### src/rtl/idx_decode_scoreboard_pkg.sv
// Shared helpers for the index decode scoreboard: index width sizing and
// the range-checked one-hot decode rule used by every decoder instance.
package idx_decode_scoreboard_pkg;

  localparam bit ZERO_IGNORE_DEFAULT = 1'b1;

  function automatic int unsigned idx_clog2(input int unsigned n);
    int unsigned w;
    w = 32'd0;
    while ((64'd1 << w) < 64'(n)) begin
      w = w + 32'd1;
    end
    return (w == 32'd0) ? 32'd1 : w;
  endfunction

  // Bit `pos` of dec(idx): set only for an in-range index, never for x0 when ignored
  function automatic logic dec_hit(input int unsigned idx, input int unsigned pos,
                                   input int unsigned n, input logic zero_ignore);
    logic hit;
    if (idx >= n) begin
      hit = 1'b0;
    end else if (zero_ignore && (idx == 32'd0)) begin
      hit = 1'b0;
    end else begin
      hit = (idx == pos);
    end
    return hit;
  endfunction

endpackage

### src/rtl/idx_decode_scoreboard_dec_m_n.sv
// Combinational M-to-N one-hot decoder with enable, range masking and
// optional suppression of index 0.
module dec_m_n
  import idx_decode_scoreboard_pkg::*;
#(
  parameter int N           = 8,
  parameter int M           = 3,
  parameter bit ZERO_IGNORE = ZERO_IGNORE_DEFAULT
) (
  input  logic         en,
  input  logic [M-1:0] idx,
  output logic [N-1:0] onehot
);

  // Per-bit decode gated by the enable
  always_comb begin
    onehot = {N{1'b0}};
    for (int i = 0; i < N; i++) begin
      if (en) begin
        onehot[i] = dec_hit(32'(idx), 32'(i), 32'(N), ZERO_IGNORE);
      end else begin
        onehot[i] = 1'b0;
      end
    end
  end

endmodule

### src/rtl/idx_decode_scoreboard.sv
// Register-busy scoreboard: issue-side set, writeback-side clear, registered
// pending vector with population count and a one-hot echo of the last set.
module idx_decode_scoreboard
  import idx_decode_scoreboard_pkg::*;
#(
  parameter int N           = 8,
  parameter int M           = idx_clog2(N),
  parameter bit ZERO_IGNORE = ZERO_IGNORE_DEFAULT
) (
  input  logic         clk,
  input  logic         rst,
  input  logic         set_valid,
  input  logic [M-1:0] set_idx,
  output logic         set_ready,
  input  logic         clr_valid,
  input  logic [M-1:0] clr_idx,
  input  logic [M-1:0] query_idx,
  output logic         query_busy,
  output logic [N-1:0] busy_vec,
  output logic [M:0]   busy_cnt,
  output logic         dec_valid,
  output logic [N-1:0] dec_onehot
);

  logic [N-1:0] busy_vec_r;
  logic [M:0]   busy_cnt_r;
  logic         dec_valid_r;
  logic [N-1:0] dec_onehot_r;

  logic         set_pend_s;
  logic         query_hit_s;
  logic         same_idx_s;
  logic         set_ready_s;
  logic         set_fire_s;
  logic [N-1:0] set_mask_s;
  logic [N-1:0] clr_mask_s;
  logic [N-1:0] busy_next_s;
  logic [M:0]   cnt_next_s;

  // Registered-state lookups; out-of-range indices match no bit and read as idle
  always_comb begin
    set_pend_s  = 1'b0;
    query_hit_s = 1'b0;
    for (int i = 0; i < N; i++) begin
      set_pend_s  = set_pend_s  | ((set_idx   == M'(i)) & busy_vec_r[i]);
      query_hit_s = query_hit_s | ((query_idx == M'(i)) & busy_vec_r[i]);
    end
  end

  assign same_idx_s  = clr_valid & (clr_idx == set_idx);
  assign set_ready_s = ~set_pend_s | same_idx_s;
  assign set_fire_s  = set_valid & set_ready_s;

  dec_m_n #(.N(N), .M(M), .ZERO_IGNORE(ZERO_IGNORE)) u_dec_set (
    .en     (set_fire_s),
    .idx    (set_idx),
    .onehot (set_mask_s)
  );

  dec_m_n #(.N(N), .M(M), .ZERO_IGNORE(ZERO_IGNORE)) u_dec_clr (
    .en     (clr_valid),
    .idx    (clr_idx),
    .onehot (clr_mask_s)
  );

  // OR-ing the set mask after the clear makes a same-index set win
  assign busy_next_s = (busy_vec_r & ~clr_mask_s) | set_mask_s;

  // Population count of the next-state vector so the count lands with it
  always_comb begin
    cnt_next_s = {(M+1){1'b0}};
    for (int i = 0; i < N; i++) begin
      cnt_next_s = cnt_next_s + {{M{1'b0}}, busy_next_s[i]};
    end
  end

  // State registers; the one-hot echo holds between accepted sets
  always_ff @(posedge clk or posedge rst) begin
    if (rst) begin
      busy_vec_r   <= {N{1'b0}};
      busy_cnt_r   <= {(M+1){1'b0}};
      dec_valid_r  <= 1'b0;
      dec_onehot_r <= {N{1'b0}};
    end else begin
      busy_vec_r   <= busy_next_s;
      busy_cnt_r   <= cnt_next_s;
      dec_valid_r  <= set_fire_s;
      if (set_fire_s) begin
        dec_onehot_r <= set_mask_s;
      end else begin
        dec_onehot_r <= dec_onehot_r;
      end
    end
  end

  assign set_ready  = set_ready_s;
  assign query_busy = query_hit_s;
  assign busy_vec   = busy_vec_r;
  assign busy_cnt   = busy_cnt_r;
  assign dec_valid  = dec_valid_r;
  assign dec_onehot = dec_onehot_r;

endmodule

### config.mk
export PLATFORM = sky130hd
export DESIGN_NAME = idx_decode_scoreboard
export DESIGN_NICKNAME = d
export VERILOG_FILES = /design/src/rtl/idx_decode_scoreboard_pkg.sv /design/src/rtl/idx_decode_scoreboard_dec_m_n.sv /design/src/rtl/idx_decode_scoreboard.sv
export SDC_FILE = /design/constraint.sdc
export NUM_CORES = 1
export LEC_CHECK = 0
export BUFFER_PORTS_ARGS = -buffer_cell sky130_fd_sc_hd__buf_2
export CORE_ASPECT_RATIO = 1.1
export CORE_MARGIN = 10
export CORE_UTILIZATION = 45
export CTS_CLUSTER_DIAMETER = 150
export DETAILED_ROUTE_END_ITERATION = 10
export GPL_TIMING_DRIVEN = 0
export HOLD_SLACK_MARGIN = 0.1
export PLACE_DENSITY_LB_ADDON = 0.25
export SYNTH_ARGS = -nofsm -noshare
export SYNTH_HDL_FRONTEND = slang
export SYNTH_SLANG_ARGS = --single-unit
### constraint.sdc
create_clock -name clk -period 3.55 [get_ports clk]
set_input_delay 0.355 -clock clk [delete_from_list [all_inputs] [get_ports clk]]
set_output_delay 0.355 -clock clk [all_outputs]
set_load 0.01 [all_outputs]
======== Yosys cells after proc, flatten, opt, wreduce, memory -nomap -nowiden ========
Index checks and enable logic that the tools add are counted.
storage, ports and cells
  bits in registers ....................... 20
  bits in latches ......................... 0
  memory bits (writable) .................. 0
  bits in read-only memories .............. 0
  input bits .............................. 13
  output and inout bits ................... 23
  word-level logic and storage cells ...... 101
  memories kept ........................... 0
cells by class
  add/sub/neg operators ................... 7
  multipliers ............................. 0
  div/mod/pow operators ................... 0
  $lt $le $gt $ge ......................... 0
  equality and inequality tests ........... 22
  shift-type cells ........................ 0
  multiplexer cells ....................... 28
  bitwise operators ....................... 37
  reductions and logical operators ........ 3
operators with widths
  cell                  count
  $eq A3 B3 Y1 const B  12
  $mux W1               28
  $and A1 B1 Y1         18
  $eq A3 B2 Y1 const B  6
  $add A4 B1 Y4         4
  $or A1 B1 Y1          15
  $eq A3 B1 Y1 const B  3
  $logic_not A3 Y1      3
  $and A8 B8 Y8         1
  $not A8 Y8            1
  $or A8 B8 Y8          1
  $add A3 B1 Y4         1
  $add A2 B1 Y3         1
  $eq A3 B3 Y1          1
  $add A1 B1 Y2         1
  $not A1 Y1            1

======== Longest topological paths before layout ========
  depth in word-level cells ............... 21
  gate-level depth with buffers ........... 12
  gate-level depth less buffers ........... 10

======== Modules after synthesis ========
From an unflattened synthesis, not the netlist that was laid out.
unflattened totals
  cells, all modules ...................... 96
  area total of the unflattened synthesis .. 1271.2 sq um
by module, submodules not included
  module                 times used  cells each  area an instance (sq um)  seq. area each (sq um)
  idx_decode_scoreboard  1           78          1086.0                    525.5
  dec_m_n                2           9           92.6                      0.0

======== Worst setup path before layout ========
Ideal clock, no wire load.
  path kind ............................... input-to-reg
  start ................................... input port set_idx[1]
  end ..................................... register busy_cnt_r[1], in the netlist busy_cnt[1]
  library setup time ...................... 0.135 ns
  arrival ................................. 3.429 ns
  path slack .............................. -0.015 ns
  stages on the path ...................... 12
  path buffers ............................ 2
  cell sequence ........................... buf_4 > nand2b_1 > o211a_1 > a22oi_4 > inv_2 > buf_6 > a31oi_1 > fa_1 > fa_1 > inv_1 > fa_1 > fa_1
on the way
  word-level cells in the longest chain between the ends .. 21
  elaborated cells on any way between the ends .. 50
  classes of those cells .................. add/sub: 7; eq/ne: 8; mux: 14; bitwise: 20; reduce/logical: 1
RTL lines
  element                                           RTL line                             source
  start: declaration                                idx_decode_scoreboard.sv:13          input logic [M-1:0] set_idx,
  $eq A3 B1 Y1 or $logic_not A3 Y1 (tied branches)  idx_decode_scoreboard.sv:45          set_pend_s = set_pend_s | ((set_idx == M'(i)) & busy_vec_r[i]);
  $and A1 B1 Y1                                     idx_decode_scoreboard.sv:45
  $or A1 B1 Y1 (7 in a row)                         idx_decode_scoreboard.sv:45
  $not A1 Y1                                        idx_decode_scoreboard.sv:51          assign set_ready_s = ~set_pend_s | same_idx_s;
  $or A1 B1 Y1 *                                    idx_decode_scoreboard.sv:51
  $and A1 B1 Y1 *                                   idx_decode_scoreboard.sv:52          assign set_fire_s = set_valid & set_ready_s;
  net set_fire_s                                    idx_decode_scoreboard.sv:34          logic set_fire_s;
  $mux W1                                           idx_decode_scoreboard_dec_m_n.sv:19  if (en) begin
  $or A8 B8 Y8 *                                    idx_decode_scoreboard.sv:67          assign busy_next_s = (busy_vec_r & ~clr_mask_s) | set_mask_s;
  $add A1 B1 Y2                                     idx_decode_scoreboard.sv:73          cnt_next_s = cnt_next_s + {{M{1'b0}}, busy_next_s[i]};
  $add A2 B1 Y3                                     idx_decode_scoreboard.sv:73
  $add A3 B1 Y4                                     idx_decode_scoreboard.sv:73
  $add A4 B1 Y4 (3 in a row)                        idx_decode_scoreboard.sv:73
  $add A4 B1 Y4 *                                   idx_decode_scoreboard.sv:73
  net cnt_next_s[1]                                 idx_decode_scoreboard.sv:38          logic [M:0] cnt_next_s;
  end signal: assignment                            idx_decode_scoreboard.sv:81          busy_cnt_r <= {(M+1){1'b0}};
  end signal: assignment                            idx_decode_scoreboard.sv:86          busy_cnt_r <= cnt_next_s;
  end: declaration                                  idx_decode_scoreboard.sv:26          logic [M:0] busy_cnt_r;
Mark *: on every way through the listed nets, which the timed path passes. The rest lies on a longest branch.
A chain may end at the register's enable or synchronous reset.

======== Final worst setup path ========
  start ................................... register busy_vec_r[1], in the netlist busy_vec[1]
  end ..................................... register busy_cnt_r[1], in the netlist busy_cnt[1]
on the way
  word-level cells in the longest chain between the ends .. 20
  elaborated cells on any way between the ends .. 27
  classes of those cells .................. add/sub: 7; mux: 7; bitwise: 13
RTL lines
  element                      RTL line                             source
  start: declaration           idx_decode_scoreboard.sv:25          logic [N-1:0] busy_vec_r;
  start signal: assignment     idx_decode_scoreboard.sv:80          busy_vec_r <= {N{1'b0}};
  start signal: assignment     idx_decode_scoreboard.sv:85          busy_vec_r <= busy_next_s;
  $and A1 B1 Y1 *              idx_decode_scoreboard.sv:45
  $or A1 B1 Y1 * (7 in a row)  idx_decode_scoreboard.sv:45
  $not A1 Y1 *                 idx_decode_scoreboard.sv:51
  $or A1 B1 Y1 *               idx_decode_scoreboard.sv:51
  $and A1 B1 Y1 *              idx_decode_scoreboard.sv:52
  net set_fire_s               idx_decode_scoreboard.sv:34
  $mux W1                      idx_decode_scoreboard_dec_m_n.sv:19
  $or A8 B8 Y8 *               idx_decode_scoreboard.sv:67
  $add A1 B1 Y2                idx_decode_scoreboard.sv:73
  $add A2 B1 Y3                idx_decode_scoreboard.sv:73
  $add A3 B1 Y4                idx_decode_scoreboard.sv:73
  $add A4 B1 Y4 (3 in a row)   idx_decode_scoreboard.sv:73
  $add A4 B1 Y4 *              idx_decode_scoreboard.sv:73
  net cnt_next_s[1]            idx_decode_scoreboard.sv:38
Marked as above.

==> impl_metrics.json <==
{
  "postSynthAreaPerCell_um2": 10.91,
  "crit_path_cell_trace": "mux2i_2 > o32a_1 > a22oi_4 > inv_2 > buf_6 > a31oi_4 > fa_1 > fa_1 > inv_1 > fa_2 > fa_1",
  "cts_made_buffers": 3,
  "status": "finished clean",
  "critPathMaxStageDelay_ns": 0.52,
  "final_area_um2": 1394,
  "final.setup.worst_slack_ns": 0.1427,
  "ys_warn_count": 0,
  "die_x_um": 67.41,
  "slew_violations": 0,
  "start_util_pct": 48.42,
  "wl_met1_um": 1049,
  "clockBufferDepth": 2,
  "cpMaxStageDelayCell": "fa_1",
  "via_per_inst": 5.087,
  "place.gp.congestion": 0.8125,
  "hp-class": "in -> async",
  "nets": 161,
  "antenna_left": 0,
  "diodes": 0,
  "finalHoldViolCount": 0,
  "setup_viol": 0,
  "leakagePower_uw": 0.0006912,
  "synthDistinctLibCells": 36,
  "cpMostUsedCell": "fa_1",
  "fin_skew_ns": 0.003483,
  "tightest_slew_ns": 0.6562,
  "tns_ns": 0,
  "die_h_um": 72.15,
  "top_layer_used": "met4",
  "hpwlAfterDp_um": 2088,
  "port_buffers": 31,
  "drive_gt1_share_pct": 39.44,
  "core_area_um2": 2297,
  "drt_pass1_iterations": 4,
  "wl_met2_um": 1232,
  "cts_root_buffer": "clkbuf_4",
  "clkLatencyLatePin_ns": 0.30,
  "pre_cts_ws_ns": -0.2974,
  "cts_sinks": 18,
  "num_vias": 875,
  "grt_max_degree": 19,
  "ys_seq_area_share_pct": 40.49,
  "ys_ff_latch": 18,
  "startpoint_type": "flop",
  "relSlewSlack_pct": 56.20,
  "ios": 36,
  "place_area_um2": 1319,
  "path_max_fanout": 10,
  "max_cap_viol_count": 0,
  "wl_per_cell_um": 15.18,
  "initialDrtViolationCount": 37,
  "drc_errors": 0,
  "cts_htree_levels": 1,
  "period_minus_slack_ns": 3.407,
  "netlist_area_um2": 1112,
  "min_period_over_period_pct": 95.98,
  "track_usage_pct": 11.41,
  "first_global_vias": 904,
  "antenna_found_initial": 0,
  "cts_tree": "built",
  "num_rows": 18,
  "syn2layout_area_growth_pct": 25.31,
  "p_per_area_nw_per_um2": 549.9,
  "cp.arrival_ns": 3.59,
  "p_total_uw": 766.4,
  "die_area_um2": 4863,
  "crit_path_end_kind": "flop",
  "wl_um": 2611,
  "fmax_ghz": 0.2935,
  "clk_pin_slew_ns": 0.10,
  "path_class": "reg -> reg",
  "peakVddDrop_v": 0.0003569,
  "syn_inst": 102,
  "cp.required_ns": 3.73,
  "worst-r2r-cell-count": 11,
  "grt_pass1_wl_um": 4374,
  "wl_met3_um": 283,
  "grt_overflow": 0
}
## cell families (layout without fill, tap and decap cells)
| kind of cell | count (synthesis) | count (layout) | synth area share, % |
|---|---|---|---|
| AND/OR/NAND/NOR | 19 | 19 | 8.998 |
| AO/OA/AOI/OAI | 27 | 27 | 19.24 |
| adder cells (fa/ha/maj) | 4 | 4 | 7.199 |
| XOR/XNOR | 3 | 3 | 2.363 |
| multiplexers | 12 | 12 | 12.49 |
| buffers and inverters | 18 | 56 | 8.886 |
| other | 1 | 3 | 0.3371 |
| flip-flops | 18 | 18 | 40.49 |
## cells in the mapped netlist (all sizes together)
library cell | n | area, um2
a21bo | 1 | 10.01
o31ai | 4 | 30.03
o21bai | 3 | 22.52
o211a | 1 | 10.01
mux2i | 6 | 60.06
conb | 1 | 3.750
nor3b | 2 | 15.01
nand3 | 1 | 5.000
a21oi | 1 | 5.000
a22oi | 1 | 21.27
nand2 | 7 | 26.28
nand2b | 2 | 12.51
nand4bb | 1 | 11.26
a31oi | 1 | 6.260
o32ai | 1 | 8.760
dfrtp | 18 | 450.4
fa | 4 | 80.08
xnor2 | 3 | 26.28
a21boi | 3 | 22.52
o21ai | 7 | 35.03
mux4 | 1 | 22.52
a41oi | 1 | 16.27
nor2 | 4 | 15.01
o32a | 1 | 10.01
or2 | 1 | 6.260
o31a | 1 | 8.760
and4 | 1 | 8.760
buf | 7 | 57.55
inv | 11 | 41.29
o21a | 1 | 7.510
mux2 | 5 | 56.30
## area by class of cell
cell class                      instances  area (um2)
Buffer                                  7       57.56
Clock buffer                            3       22.52
Fill cell                             196       903.4
Inverter                               11       41.29
Multi-Input combinational cell         68       599.3
Sequential cell                        18       450.4
Tap cell                               30       37.54
Timing Repair Buffer                   35       185.2
## critical path, delay by kind of cell (launching register included)
family	cells	cell delay, ns
compound gates	3	0.72
fa+ha+maj	4	1.77
buf+inv	3	0.30
flops	1	0.40
mux	1	0.11
## through the flow
step,hold slack [ns],cells,util (%)
after global placement,0.4665,165,57.41
after floorplan,0.2936,104,-
after detailed placement,0.4738,165,57.41
final,0.1285,172,60.68
after CTS,0.1600,169,58.71
after global routing,0.1824,172,60.68
## power by group
| group | switching [uW] | internal [uW] |
|---|---|---|
| Sequential | 30.1 | 260 |
| Clock | 63.5 | 39.6 |
| Combinational | 197 | 176 |
| Total | 290 | 476 |
## registers in the layout (all words and copies together), names as in the netlist
signal	count
busy_vec	7
busy_cnt	3
dec_valid	1
dec_onehot	7
## cell usage in the layout, fill, tap and decap left out, types with 3 or more instances in the layout
cell type | synthesis | layout
conb_1 | 1 | 3
o21ai_0 | 5 | 5
nand2_1 | 7 | 7
nor2_1 | 4 | 4
buf_2 | 1 | 32
o21bai_1 | 3 | 3
fa_1 | 4 | 3
dfrtp_1 | 18 | 18
o31ai_1 | 4 | 4
buf_4 | 4 | 8
clkbuf_4 | 0 | 3
mux2i_1 | 6 | 5
inv_1 | 10 | 10
mux2_1 | 4 | 4
xnor2_1 | 3 | 3
## what timing repair did
action                                  CTS  global route
hold buffers                              0             0
endpoints found under the setup margin    1             2
setup buffers                             1             3
pin swaps                                 1             2
resized for setup                         0             5
## per-layer routing
metal / vias up / track usage (%)
li1: 437 / -
met1: 397 / 13.44
met2: 36 / 17.72
met3: 5 / 4.301
met4: 0 / 5.479
met5: - / 0
## final timing paths
kind                               start  slack [ns]       endpoint
min in group clk              clr_idx[0]        0.39    busy_vec[4]
max reg2reg                  busy_vec[1]        0.14    busy_cnt[1]
min                                  rst        0.13    busy_cnt[2]
max in group asynchronous            rst        3.00    busy_vec[2]
max                          busy_vec[1]        0.14    busy_cnt[1]
min reg2reg                dec_onehot[4]        0.49  dec_onehot[4]
Note: power is estimated with default switching activity, not from simulation.
